<file path="src/rtl/uart_rx_if.sv">
// UART receiver bus: serial line and baud tick in, received word and status out.
interface uart_rx_if;
  logic       s_tick;
  logic       rx;
  logic [7:0] dout;
  logic       rx_done_tick;
  logic       frame_err;
  logic       parity_err;

  // Line/tick driver side.
  modport master (
    output s_tick, rx,
    input  dout, rx_done_tick, frame_err, parity_err
  );

  // Receiver side.
  modport slave (
    input  s_tick, rx,
    output dout, rx_done_tick, frame_err, parity_err
  );
endinterface

</file>
<file path="src/rtl/uart_rx.sv">
// UART receiver with 16x oversampling, optional parity and configurable stop length.
// The line is synchronized first; all decisions use the synchronized value.
module uart_rx #(
  parameter int DBIT    = 8,
  parameter int SB_TICK = 16,
  parameter int PAR_EN  = 0,
  parameter int PAR_ODD = 0
) (
  input  logic      clk,
  input  logic      reset_n,
  uart_rx_if.slave  bus
);

  localparam int SW = (SB_TICK == 16) ? 4 : 5;

  typedef enum logic [2:0] {
    IDLE   = 3'd0,
    START  = 3'd1,
    DATA   = 3'd2,
    PARITY = 3'd3,
    STOP   = 3'd4
  } state_t;

  logic [1:0]    r_sync;
  state_t        r_state, w_state_nxt;
  logic [SW-1:0] r_s, w_s_nxt;
  logic [2:0]    r_n, w_n_nxt;
  logic [7:0]    r_b, w_b_nxt;
  logic          r_p, w_p_nxt;
  logic          w_done;
  logic          w_rx_s;
  logic [7:0]    w_dout;
  logic          w_mismatch;

  logic [7:0]    r_dout;
  logic          r_done;
  logic          r_ferr;
  logic          r_perr;

  // Parity mismatch over the right-justified data word plus received parity bit.
  function automatic logic parity_mismatch(input logic [7:0] data, input logic p, input logic odd);
    parity_mismatch = (^data) ^ p ^ odd;
  endfunction

  assign w_rx_s     = r_sync[1];
  assign w_dout     = r_b >> (8 - DBIT);
  assign w_mismatch = parity_mismatch(w_dout, r_p, 1'(PAR_ODD));

  // Two-flop synchronizer for the asynchronous serial line, idles high.
  always_ff @(posedge clk or negedge reset_n) begin
    if (!reset_n) begin
      r_sync <= 2'b11;
    end else begin
      r_sync <= {r_sync[0], bus.rx};
    end
  end

  // FSM state, tick counter, bit counter, shift register and parity bit.
  always_ff @(posedge clk or negedge reset_n) begin
    if (!reset_n) begin
      r_state <= IDLE;
      r_s     <= '0;
      r_n     <= 3'd0;
      r_b     <= 8'd0;
      r_p     <= 1'b0;
    end else begin
      r_state <= w_state_nxt;
      r_s     <= w_s_nxt;
      r_n     <= w_n_nxt;
      r_b     <= w_b_nxt;
      r_p     <= w_p_nxt;
    end
  end

  // Next-state logic; only IDLE->START may advance without an s_tick.
  always_comb begin
    w_state_nxt = r_state;
    w_s_nxt     = r_s;
    w_n_nxt     = r_n;
    w_b_nxt     = r_b;
    w_p_nxt     = r_p;
    w_done      = 1'b0;
    case (r_state)
      IDLE: begin
        if (!w_rx_s) begin
          w_state_nxt = START;
          w_s_nxt     = '0;
        end else begin
          w_state_nxt = IDLE;
        end
      end
      START: begin
        if (bus.s_tick) begin
          if (r_s == SW'(7)) begin
            if (!w_rx_s) begin
              w_state_nxt = DATA;
              w_s_nxt     = '0;
              w_n_nxt     = 3'd0;
            end else begin
              w_state_nxt = IDLE;   // glitch: too short to be a start bit
            end
          end else begin
            w_s_nxt = r_s + SW'(1);
          end
        end else begin
          w_s_nxt = r_s;
        end
      end
      DATA: begin
        if (bus.s_tick) begin
          if (r_s == SW'(15)) begin
            w_s_nxt = '0;
            w_b_nxt = {w_rx_s, r_b[7:1]};
            if (r_n == 3'(DBIT - 1)) begin
              w_state_nxt = (PAR_EN != 0) ? PARITY : STOP;
            end else begin
              w_n_nxt = r_n + 3'd1;
            end
          end else begin
            w_s_nxt = r_s + SW'(1);
          end
        end else begin
          w_s_nxt = r_s;
        end
      end
      PARITY: begin
        if (bus.s_tick) begin
          if (r_s == SW'(15)) begin
            w_p_nxt     = w_rx_s;
            w_s_nxt     = '0;
            w_state_nxt = STOP;
          end else begin
            w_s_nxt = r_s + SW'(1);
          end
        end else begin
          w_s_nxt = r_s;
        end
      end
      STOP: begin
        if (bus.s_tick) begin
          if (r_s == SW'(SB_TICK - 1)) begin
            w_state_nxt = IDLE;
            w_done      = 1'b1;
          end else begin
            w_s_nxt = r_s + SW'(1);
          end
        end else begin
          w_s_nxt = r_s;
        end
      end
      default: begin
        w_state_nxt = IDLE;
        w_s_nxt     = '0;
        w_n_nxt     = 3'd0;
      end
    endcase
  end

  // Registered frame results, updated together when a frame completes.
  always_ff @(posedge clk or negedge reset_n) begin
    if (!reset_n) begin
      r_done <= 1'b0;
      r_dout <= 8'd0;
      r_ferr <= 1'b0;
      r_perr <= 1'b0;
    end else begin
      r_done <= w_done;
      if (w_done) begin
        r_dout <= w_dout;
        r_ferr <= ~w_rx_s;
        r_perr <= (PAR_EN != 0) & w_mismatch;
      end
    end
  end

  assign bus.dout         = r_dout;
  assign bus.rx_done_tick = r_done;
  assign bus.frame_err    = r_ferr;
  assign bus.parity_err   = r_perr;

endmodule

</file>
<file path="src/flat_wrapper.sv">
// flat-port wrapper written by rule: the top's interface ports become plain ports
module uart_rx_flat 
#(
  parameter int DBIT    = 8,
  parameter int SB_TICK = 16,
  parameter int PAR_EN  = 0,
  parameter int PAR_ODD = 0
)
  (clk, reset_n, bus_s_tick, bus_rx, bus_dout, bus_rx_done_tick, bus_frame_err, bus_parity_err);
  uart_rx_if bus_i ();
  input  logic clk;
  input  logic reset_n;
  input wire logic [$bits(bus_i.s_tick)-1:0] bus_s_tick;
  input wire logic [$bits(bus_i.rx)-1:0] bus_rx;
  output wire logic [$bits(bus_i.dout)-1:0] bus_dout;
  output wire logic [$bits(bus_i.rx_done_tick)-1:0] bus_rx_done_tick;
  output wire logic [$bits(bus_i.frame_err)-1:0] bus_frame_err;
  output wire logic [$bits(bus_i.parity_err)-1:0] bus_parity_err;
  assign bus_i.s_tick = bus_s_tick;
  assign bus_i.rx = bus_rx;
  assign bus_dout = bus_i.dout;
  assign bus_rx_done_tick = bus_i.rx_done_tick;
  assign bus_frame_err = bus_i.frame_err;
  assign bus_parity_err = bus_i.parity_err;
  uart_rx #(.DBIT(DBIT), .SB_TICK(SB_TICK), .PAR_EN(PAR_EN), .PAR_ODD(PAR_ODD)) u_core (.clk(clk), .reset_n(reset_n), .bus(bus_i));
endmodule
</file>
<file path="config.mk">
export PLATFORM = sky130hd
export DESIGN_NAME = uart_rx_flat
export DESIGN_NICKNAME = d
export VERILOG_FILES = /design/src/rtl/uart_rx_if.sv /design/src/rtl/uart_rx.sv /design/src/flat_wrapper.sv
export SDC_FILE = /design/constraint.sdc
export NUM_CORES = 1
export LEC_CHECK = 0
export CORE_ASPECT_RATIO = 0.7
export CORE_UTILIZATION = 45
export CTS_CLUSTER_SIZE = 40
export DETAILED_ROUTE_END_ITERATION = 7
export PLACE_DENSITY_LB_ADDON = 0.12
export SYNTH_ARGS = -nofsm -noshare
export SYNTH_HDL_FRONTEND = slang
export SYNTH_SLANG_ARGS = --single-unit
</file>
<file path="constraint.sdc">
create_clock -name clk -period 5.8 [get_ports clk]
set_clock_uncertainty 0.15 [all_clocks]
set_input_delay 0.58 -clock clk [delete_from_list [all_inputs] [get_ports clk]]
set_output_delay 0.58 -clock clk [all_outputs]
set_load 0.02 [all_outputs]
</file>
==> results of run 1 <==
[per-layer routing]
layer	global-route usage, %	vias to the layer above
met4	11.00	0
met1	26.08	512
met2	25.80	48
li1	-	505
met5	0	-
met3	6.225	5
[critical path, cell delays in order]
cell             delay, ns
clkdlybuf4s50_1       0.72
nand4_4               0.20
nor4_4                0.53
mux2_2                0.41
[cell type report]
class	instances	area, sq um
multi-input combinational	89	678.2
fill	265	1421
tap	38	47.55
clock inverter	3	40.04
timing repair buffer	14	137.6
inverter	6	22.52
clock buffer	5	68.82
sequential	30	753.2
[per-stage QoR]
stage | power, mW | setup slack [ns] | hold slack, ns | util [%] | instances
after floorplan | 0.3965 | 3.880 | 0.1344 | - | 134
after global placement | 0.4192 | 3.097 | 0.1967 | 51.72 | 177
after detailed placement | 0.4254 | 3.081 | 0.2023 | 51.72 | 177
after CTS | 0.6324 | 3.370 | 0.2166 | 55.15 | 185
after global routing | 0.6725 | 3.282 | 0.2284 | 55.15 | 185
final | 0.6266 | 3.375 | 0.2154 | 55.15 | 185
[cells in the final DEF, fill, tap and decap left out, types with 5 or more instances in the layout]
cell,count
nand3_1,5
nand2_1,7
clkdlybuf4s50_1,13
mux2_2,18
inv_1,5
o21ai_0,6
clkbuf_8,5
a21oi_1,8
dfrtp_1,28
nor2_1,7
[Yosys cell counts, drive strengths merged]
cell type and count:
or2 1, a22o 1, o311ai 1, a311oi 2
dfstp 2, and3 3, o32ai 2, a21boi 1
a31oi 1, o221ai 1, buf 7, or3 3
a22oi 1, inv 6, o41ai 1, nor2 8
o21a 2, a21oi 8, o21ai 6, mux2i 3
nor3 3, mux2 18, dfrtp 28, nand2 7
nand3 5, nor4 1, o21bai 1, nand4 2
ha 3, clkbuf 2, o31ai 1, a32o 1
nand2b 1, conb 1
[power breakdown]
group,switching (mW),leakage (nW),internal [mW],total (mW)
combinational,0.0752,0.324,0.0630,0.138
sequential,0.0508,0.396,0.235,0.286
clock,0.0762,0.0579,0.126,0.202
total,0.202,0.778,0.424,0.627
[worst max-delay path by stage]
stage | start | endpoint | slack (ns) | cells after the start
final | bus_s_tick | u_core.bus.dout[2] | 3.37 | 4
after global routing | bus_s_tick | u_core.bus.dout[3] | 3.28 | 4
after CTS | bus_s_tick | u_core.bus.dout[0] | 3.37 | 4
after detailed placement | bus_s_tick | u_core.bus.dout[0] | 3.08 | 4
after global placement | bus_s_tick | u_core.bus.dout[7] | 3.10 | 4
after floorplan | u_core.r_s[0] | u_core.r_n[0] | 3.88 | 6
[flip-flops by register name (all words and copies together) (netlist names)]
| name | flops |
|---|---|
| u_core.r_b | 8 |
| u_core.r_state | 3 |
| u_core.bus.dout | 8 |
| u_core.bus.rx_done_tick | 1 |
| u_core.r_sync | 2 |
| u_core.r_s | 4 |
| u_core.bus.frame_err | 1 |
| u_core.r_n | 3 |
[logic make-up after synthesis]
| group | share of synthesized area (%) |
|---|---|
| AOI/OAI and AO/OA | 13.77 |
| and+or+nand+nor | 13.19 |
| other | 0.2502 |
| DFF | 50.25 |
| muxes | 15.53 |
| buffers and inverters | 4.508 |
| adders and majority gates | 2.504 |
==> flow_summary.json, run 1 <==
{
  "outcome": "finished with violations",
  "violations": "DRC",
  "synth_fp_nets": 141,
  "syn-cell-area_sq_um": 1499,
  "clk_latency_ns": 0.28,
  "cp-start-kind": "input port",
  "core_sq_um": 3169,
  "hp-start": "u_core.r_sync[0]",
  "grt_usage_pct": 18.87,
  "cts-buffers-inserted": 5,
  "die_area_sq_um": 3569,
  "critPathKind": "in -> reg",
  "synth-seq-cells": 30,
  "routedWlPerCell_microns": 14.79,
  "die_w_microns": 70.98,
  "yosysTopAreaCell": "dfrtp_1",
  "hp-class": "reg -> reg",
  "end_kind": "flip-flop",
  "cts-resized-gates": 0,
  "min_period_over_period_pct": 41.81,
  "firstDrtPassIters": 7,
  "cp.required_ns": 5.81,
  "num_rows": 17,
  "cp_max_fo": 11,
  "powerDensity_nw_per_um2": 358.5,
  "diodes": 0,
  "die_h_microns": 50.29,
  "syn_to_final_growth_pct": 16.61,
  "drtIter0Drc": 182,
  "cp.arrival_ns": 2.44,
  "synth_area_per_cell_sq_um": 11.19,
  "cts_hold_buffers": 0,
  "maxSlewViolCount": 0,
  "r2r-end": "u_core.r_n[0]",
  "p_leak_nw": 0.7777,
  "grt_start_max_net_pins": 31,
  "fin_setup_tns_ns": 0,
  "grt_pass1_wl_mm": 4.892,
  "dp_hpwl_mm": 1.857,
  "cts_tree": "yes",
  "clk_path_buf_depth": 2,
  "reg2regPathDepth": 6,
  "cts.sinks": 30,
  "max_slew_margin_pct": 56.35,
  "cts-root-buf": "clkbuf_8",
  "wl_met1_mm": 1.319,
  "clk_pin_slew_ns": 0.07,
  "netlist_instances": 134,
  "drv_cap": 0,
  "regToRegStartpoint": "u_core.r_s[0]",
  "hold_violations": 0,
  "viasPerCell": 5.784,
  "dr_wl_met3_microns": 228,
  "yosysTopAreaCellShare_pct": 46.74,
  "wl_met2_mm": 1.138,
  "ys_seq_area_share_pct": 50.25,
  "tightest_slew_ns": 0.6498,
  "portBuffers": 13,
  "gr-total-overflow": 0,
  "r2r_setup_slack_ns": 3.57,
  "ir_worst_vdd_v": 0.0001789,
  "drc": 2,
  "hold_end": "u_core.r_sync[1]",
  "postPlaceCellArea_sq_um": 1639,
  "h-tree-depth": 2,
  "antenna_found_initial": 0,
  "synth_warnings": 0,
  "drive_above_1_share_pct": 23.81,
  "final_area_sq_um": 1748,
  "dr.max_layer_used": "met4",
  "grt_pass1_vias": 1043,
  "final_nets": 153,
  "post_cts_buffers": 0,
  "wl_mm": 2.737,
  "whs_path_depth": 0,
  "gp_congestion": 0.8250,
  "setup_violations": 0,
  "initial_utilization_pct": 47.30,
  "postRouteAntennaNets": 0,
  "fmax_mhz": 412.3,
  "rsz0062_at_grt": "false",
  "synth_cell_types": 38,
  "io_pins": 15,
  "synth_area_leaders": "dfrtp_1 47%, mux2_2 14%, dfstp_2 3.5%",
  "fin_crit_ns": 2.425,
  "num_vias": 1070
}
(Power assumes the default switching activity.)
==> run 2, diff against run 1 <==
==> constraint.sdc (replaced) <==
create_clock -name clk -period 2.19 [get_ports clk]
set_clock_uncertainty 0.15 [all_clocks]
set_input_delay 0.219 -clock clk [delete_from_list [all_inputs] [get_ports clk]]
set_output_delay 0.219 -clock clk [all_outputs]
set_load 0.02 [all_outputs]
==> run 2 against run 1 <==
  * The run still ends with DRC left
  * Wire length grew 4.7%
  * Largest power group unchanged
  * Critical path type is now reg -> reg
  * First-iteration DRC count fell by 35%
  * Design area is 3.6% higher
  * Combinational power rose to 3.2 times the previous value
  * Via count grew 1.5%
  * Largest cell class unchanged
==> flow_summary.json, run 2 (synthesis results as in run 1) <==
{
  "outcome": "finished with violations",
  "num_vias": 1086,
  "cp.buffers_inverters": 0,
  "tightest_slew_ns": 0.5088,
  "drc": 2,
  "postRouteAntennaNets": 0,
  "clk_pin_slew_ns": 0.06,
  "fin_cells": 194,
  "ir_worst_vdd_v": 0.0004409,
  "cts-buffers-inserted": 5,
  "end_kind": "flip-flop",
  "cts-resized-gates": 0,
  "cp.required_ns": 2.20,
  "final_common_cell": "dfrtp_1",
  "syn_to_final_growth_pct": 20.78,
  "die_area_sq_um": 3569,
  "violations": "DRC",
  "grt_usage_pct": 18.86,
  "place_ws_ns": 0.2058,
  "dp_hpwl_mm": 2.066,
  "grt_start_max_net_pins": 31,
  "gr-total-overflow": 0,
  "worstSetupStartpoint": "u_core.r_state[2]",
  "grtUsageMet1_pct": 27.96,
  "h-tree-depth": 2,
  "grt_pass1_vias": 1083,
  "final_util_pct": 57.13,
  "busiest_layer": "met1",
  "regToRegStartpoint": "u_core.r_state[2]",
  "routedWlPerCell_microns": 14.77,
  "core_sq_um": 3169,
  "max_slew_margin_pct": 66.08,
  "cp_max_fo": 12,
  "die_h_microns": 50.29,
  "cts_hold_buffers": 0,
  "cts-root-buf": "clkbuf_8",
  "antenna_found_initial": 0,
  "diodes": 0,
  "fillers": 270,
  "rsz0062_at_grt": "false",
  "drtIter0Drc": 118,
  "r2r_setup_slack_ns": 0.20,
  "die_w_microns": 70.98,
  "p_total_mw": 1.617,
  "slowest_stage": "dfrtp_1",
  "grt.met2_usage_pct": 26.44,
  "worst_slack_ns": 0.1991,
  "hp-class": "in -> async",
  "r2r-end": "u_core.r_s[0]",
  "powerDensity_nw_per_um2": 892.9,
  "cts_tree": "yes",
  "clk_path_buf_depth": 2,
  "maxSlewViolCount": 0,
  "endpoint": "u_core.r_s[0]",
  "cp-start-kind": "flip-flop",
  "worst-path-stages": 4,
  "wl_mm": 2.866,
  "cp_cell_sequence": "or2_2, o311ai_1, nor3_1, mux2_2",
  "cts.sinks": 30,
  "met3_usage_pct": 5.422,
  "drive_above_1_share_pct": 27.56,
  "place_inst": 186,
  "slowest_delay_ns": 0.51,
  "hold_violations": 0,
  "mostFrequentLayoutCells": "28 x dfrtp_1, 18 x mux2_2, 13 x clkdlybuf4s50_1",
  "setup_violations": 0,
  "initial_utilization_pct": 47.30,
  "p_leak_nw": 0.8174,
  "viasPerCell": 5.598,
  "num_rows": 17,
  "firstDrtPassIters": 6,
  "drv_cap": 0,
  "reg2regPathDepth": 4,
  "fin_setup_tns_ns": 0,
  "critPathTopFamily": "simple AND/OR/NAND/NOR gates",
  "io_pins": 15,
  "final_nets": 162,
  "post_cts_buffers": 0,
  "critPathKind": "reg -> reg",
  "gp_congestion": 0.8439,
  "fin_crit_ns": 1.991,
  "grt_pass1_wl_mm": 5.043,
  "fmax_mhz": 502.3,
  "min_period_over_period_pct": 90.91,
  "cp.arrival_ns": 2.00,
  "clk_latency_ns": 0.27,
  "portBuffers": 13
}
## run 2: through the flow
step | area, sq um | hold WS (ns)
CTS | 1810 | 0.1963
finish | 1810 | 0.1846
global placement | 1719 | 0.2004
detailed placement | 1719 | 0.2036
global route | 1810 | 0.1953
floorplan | 1499 | -0.2266
## run 2: worst min path at each step
stage                     startpoint            endpoint  slack [ns]  cells past startpoint
floorplan                    reset_n  u_core.bus.dout[0]       -0.23                      0
global placement    u_core.r_sync[0]    u_core.r_sync[1]        0.20                      0
detailed placement  u_core.r_sync[0]    u_core.r_sync[1]        0.20                      0
CTS                          reset_n  u_core.bus.dout[1]        0.20                      2
global route                  bus_rx    u_core.r_sync[0]        0.20                      1
finish                       reset_n  u_core.bus.dout[1]        0.18                      2
## run 2: layout make-up
type                            count  area (sq um)  share of cell area (%)
Clock buffer                        7         86.33                   4.768
Clock inverter                      1         5.005                  0.2764
Sequential cell                    30         753.2                   41.60
Tap cell                           38         47.55                   2.626
Inverter                            6         22.52                   1.244
Timing Repair Buffer               23         217.7                   12.02
Multi-Input combinational cell     89         678.2                   37.46
## run 2: metal layers
metal  up-vias  routed length [microns]
met2        31                     1152
met5         -                        0
met4         0                       28
met1       523                     1556
li1        527                        -
met3         5                      129
## run 2: where the power goes
group / switching, mW / internal [mW] / total [mW]
clock network: 0.190 / 0.253 / 0.443
registers: 0.112 / 0.624 / 0.736
logic: 0.236 / 0.203 / 0.438
total: 0.538 / 1.08 / 1.62
